`src/rtl/inst_buffer.sv`:
```
// Fetch buffer: circular FIFO of {inst, pc} between fetch and decode.
// First-word fall-through to decode, conservative stall to fetch, flush on redirect.
package inst_buffer_pkg;
  typedef struct packed {
    logic [31:0] inst;
    logic [31:0] pc;
  } fb_entry_t;
endpackage

module inst_buffer
  import inst_buffer_pkg::*;
#(
  parameter int DEPTH        = 16,
  parameter int FETCH_WIDTH  = 1,
  parameter int DECODE_WIDTH = 2
) (
  input  logic                                clock,
  input  logic                                reset,
  input  logic                                flush,
  input  fb_entry_t [FETCH_WIDTH-1:0]         insts_in,
  input  logic                                insts_in_valid,
  output logic                                stall,
  output fb_entry_t [DECODE_WIDTH-1:0]        insts_out,
  output logic      [DECODE_WIDTH-1:0]        insts_out_valid,
  input  logic                                decode_ready
);

  localparam int PW = $clog2(DEPTH);
  localparam int CW = PW + 1;
  localparam logic [CW-1:0] DEPTH_C = CW'(DEPTH);
  localparam logic [CW-1:0] FW_C    = CW'(FETCH_WIDTH);

  logic [PW-1:0] head_ptr;
  logic [PW-1:0] tail_ptr;
  logic [CW-1:0] count;
  logic [CW-1:0] count_next;
  logic [CW-1:0] pop_n;
  logic          push_en;

  fb_entry_t entry [DEPTH];

  // Stall looks only at the registered count, so fetch never
  // sees a combinational path through decode_ready.
  assign stall   = (DEPTH_C - count) < FW_C;
  assign push_en = insts_in_valid & ~stall & ~flush;

  // Head window presented to decode; valid bits form a thermometer.
  always_comb begin
    for (int i = 0; i < DECODE_WIDTH; i++) begin
      insts_out[i]       = entry[head_ptr + PW'(i)];
      insts_out_valid[i] = (count > CW'(i)) & ~flush;
    end
  end

  // Decode takes every valid slot when ready; count how many.
  always_comb begin
    pop_n = '0;
    if (decode_ready & ~flush) begin
      for (int i = 0; i < DECODE_WIDTH; i++) begin
        pop_n = pop_n + CW'(insts_out_valid[i]);
      end
    end
  end

  assign count_next = count
                    + (push_en ? FW_C : '0)
                    - pop_n;

  // Pointer and occupancy update; reset beats flush beats push/pop.
  always_ff @(posedge clock) begin
    if (reset) begin
      head_ptr <= '0;
      tail_ptr <= '0;
      count    <= '0;
    end else if (flush) begin
      head_ptr <= '0;
      tail_ptr <= '0;
      count    <= '0;
    end else begin
      if (push_en) begin
        tail_ptr <= tail_ptr + PW'(FETCH_WIDTH);
      end
      head_ptr <= head_ptr + pop_n[PW-1:0];
      count    <= count_next;
    end
  end

  // Write the fetch group at the tail; a group may straddle the wrap point.
  always_ff @(posedge clock) begin
    if (push_en & ~reset) begin
      for (int i = 0; i < FETCH_WIDTH; i++) begin
        entry[tail_ptr + PW'(i)] <= insts_in[i];
      end
    end
  end

endmodule

```
`config.mk`:
```
export PLATFORM = sky130hd
export DESIGN_NAME = inst_buffer
export DESIGN_NICKNAME = d
export VERILOG_FILES = /design/src/rtl/inst_buffer.sv
export SDC_FILE = /design/constraint.sdc
export NUM_CORES = 2
export LEC_CHECK = 0
export ABC_CLOCK_PERIOD_IN_PS = 5300
export BUFFER_PORTS_ARGS = -buffer_cell sky130_fd_sc_hd__buf_4
export CORE_MARGIN = 8
export CORE_UTILIZATION = 60
export DETAILED_ROUTE_END_ITERATION = 16
export GPL_TIMING_DRIVEN = 0
export PLACE_DENSITY = 0.8
export RECOVER_POWER = 100
export SLEW_MARGIN = 20
export SYNTH_ARGS = -nofsm -noshare
export SYNTH_HDL_FRONTEND = slang
export SYNTH_SLANG_ARGS = --single-unit
```
`constraint.sdc`:
```
create_clock -name clock -period 5.3 [get_ports clock]
set_input_delay 0.795 -clock clock [delete_from_list [all_inputs] [get_ports clock]]
set_output_delay 0.795 -clock clock [all_outputs]
set_load 0.05 [all_outputs]
```
==> flow_summary.toml <==
[synthesis]
synth_top_family_by_area = "multiplexers"
synth-edff-count = 1024
synth_warnings = 0
synth-adder-area-share_pct = 0.6101
most_instantiated_cells_after_synthesis = "1,024 x edfxtp_1, 448 x mux4_2, 256 x mux2i_1"
most_frequent_cell_after_synthesis = "edfxtp_1"
synth.lib_cells_used.distinct = 42
most_instantiated_flip_flop_cell_in_the_synthesis_netlist = "edfxtp_1"
synthesis.instances = 2357
synth_compound_gate_area_share_pct = 4.355
synth-seq-cells = 1037
seq_total_area_yosys_pct = 65.18
post-synth-top-area-fraction_pct = 64.63
async_reset_ff_share_pct = 0
syn_area_mm2 = 0.04758
syn-mean-instance-area_um2 = 20.19
synth.top_cells.by_area = "edfxtp_1 65%, mux4_2 21%, mux2i_1 5.4%, a221oi_1 2.4%, a22oi_1 1.0%"
synth-simple-area-share_pct = 1.149
synthXorXnorAreaFrac_pct = 0.1420
mappedNetlistNets = 2448
synth_mux_area_share_pct = 26.59
synth_largest_area_cell = "edfxtp_1"

[pwr]
power_w = 0.01785
p_per_area_mw_per_mm2 = 333.3
power.ir.vdd_worst_v = 0.0003978
power.static_leakage_nw = 16.26

[worst_setup_path]
setup.worst_path.class = "reg2out"
worstSetupEndpoint = "insts_out[125]"
slowest_stage = "clkbuf_1"
timing.critical_path.arrival_ns = 4.41
timing.critical_path.from_type = "flip-flop"
timing.critical_path.slowest_cell_delay_ns = 0.84
worst-path-max-fanout = 10
path_cells = "ha_1, clkbuf_1, clkbuf_1, mux4_2, mux4_2, clkbuf_2"
end_of_the_worst_register_to_register_path = "entry[9][30]"
reg2reg_slack_ns = 0.27
timing.critical_path.from = "head_ptr[1]"
worst_r2r_path_depth = 10
crit_required_ns = 4.51
critPathCaptureType = "output pin"
critical_path.reg2reg.startpoint = "count[2]"

[drt]
drt_iter0_markers = 4293
detailed_route_wire_length_um = 138200
drt-pass1-iter-count = 6
post_detailed_route_count_of_antenna_violating_nets = 0
vias = 28570
viasPerCell = 7.451
drt-wirelength-per-cell_um = 36.05
detail_route.drc_violations = 0

[global_route]
use_met2_pct = 49.84
global_route.usage.met3_pct = 7.172
grt_antenna_before_repair = 15
via_count_of_the_first_global_routing_pass = 29850
grt_max_degree = 37
grt.overflow.total = 0
grt.busiest_layer = "met2"
globalRouteMet1Util_pct = 39.19
grt_util_all_layers_pct = 30.61
global_route_wire_length_before_repair_um = 199700

[sta]
report.final.slew_viol_count = 236
finalSetupViolCount = 0
layout_setup_ws_ns = 0.09933
finalHoldViolations = 0
min_period_over_period_pct = 98.13
max_freq_mhz = 192.3
timing.final.crit_period_ns = 5.201
fin_hold_ws_ns = 0.5374
tightest_slew_ns = 2.334
clock-skew-final_ns = 0.02739
worst_slew_margin_rel_pct = -55.61
setup_repair_after_global_routing_missed_its_margin = "false"

[cells_and_area]
fin_nets = 2777
design_area_mm2 = 0.05357
share_of_post_route_cells_with_drive_strength_above_1_pct = 29.23
area_growth_pct = 12.60
layoutNonFillerInstCount = 3834

[floorplan]
std_cell_rows = 103
die-width_um = 297.6
number_of_ports_placed_on_the_die_boundary = 200
floorplan.initialDensity_pct = 60.42
die-height_um = 297.6
core_mm2 = 0.07874
design.die.area_mm2 = 0.08856

[clocking]
cts_setup_buffers = 0
clock_tree.root_cell = "clkbuf_16"
cts_buffer_depth = 3
clk_pin_slew_worst_paths_ns = 0.06
cts_buffers = 104
cts_hold_buffers = 0
post_cts_resized = 0
cts.sinks = 1037
latest_clock_arrival_within_the_worst_skew_pair_ns = 0.68
cts-htree-levels = 3
cts_tree = "built"

[place]
dpl_cell_area_mm2 = 0.05109
place_ws_ns = 0.9865
total_of_buffers_placed_on_input_and_output_ports = 199
gp_congestion = 0.8482
hpwl_um = 86500
dpl.cell_count = 3630

[run_status]
result_of_the_run = "complete, but fails checks"
violations = "max-capacitance violations, max-slew violations"

[hold_path]
hold_class = "in2reg"

[flow_run]
maxCapViolCount = 8
## placed cells by master, fill, tap and decap left out, types with 4 or more instances in the layout
master / n
a22oi_1: 64
mux2i_1: 256
buf_2: 63
o21ai_0: 68
buf_1: 4
bufinv_16: 7
and3_1: 16
buf_4: 26
clkinv_2: 16
clkbuf_2: 101
nor2_1: 8
clkbuf_1: 204
clkbuf_16: 108
ha_1: 20
dfxtp_1: 13
clkinv_1: 28
mux4_2: 448
buf_16: 11
nand2_1: 65
a221oi_1: 128
buf_6: 11
a21oi_1: 9
inv_1: 16
diode_2: 9
edfxtp_1: 1024
## critical path: cells and delay by family (launching register included)
family | cells | cell delay, ns
flops | 1 | 0.41
mux | 2 | 0.99
fa+ha+maj | 1 | 0.40
buf+inv | 3 | 1.95
## registers in the layout (all words and copies together), names as in the netlist
name,cells
tail_ptr,4
head_ptr,4
entry,1024
count,5
## where the power goes
group	switching, W	internal [W]
logic	0.00101	0.000535
clock network	0.00313	0.00409
registers	0.0000245	0.00906
## stage by stage
step / setup TNS (ns) / util, %
global placement: -510.67 / 63.99
global route: 0 / 68.02
detailed placement: 0 / 64.88
CTS: 0 / 69.09
floorplan: 0 / -
finish: 0 / 68.03
## logic make-up (layout without fill, tap and decap cells)
| logic type | count (synthesis) | in the layout |
|---|---|---|
| flip-flops | 1037 | 1037 |
| multiplexers | 704 | 704 |
| AO/OA/AOI/OAI | 280 | 280 |
| buffers and inverters | 193 | 611 |
| AND/OR/NAND/NOR | 115 | 115 |
| adder cells (fa/ha/maj) | 22 | 22 |
| XOR/XNOR | 6 | 6 |
| other | 0 | 9 |
## routing by layer
layer / wire (um) / share of wire (%)
met5: 67 / 0.048
met4: 7151 / 5.2
met3: 17060 / 12
met2: 66900 / 48
met1: 47020 / 34
## layout make-up
cell class	instances	area (um^2)
flip-flops and latches	1037	31010
fillers	4914	25170
multi-input cells	1127	15640
clock buffers	134	2810
repair buffers	223	1328
well taps	1050	1314
plain buffers	177	877.1
clock inverters	61	510.5
inverters	16	60.06
diodes	9	22.52
## worst min-delay path by stage
stage | startpoint | to | slack, ns | cells after the start
floorplan | tail_ptr[3] | tail_ptr[3] | 0.48 | 2
global route | flush | count[0] | 0.54 | 3
global placement | tail_ptr[3] | tail_ptr[3] | 0.50 | 2
CTS | insts_in[37] | entry[13][37] | 0.38 | 1
finish | flush | count[0] | 0.54 | 3
detailed placement | tail_ptr[3] | tail_ptr[3] | 0.53 | 2
Power figures use the tool's default switching activity.
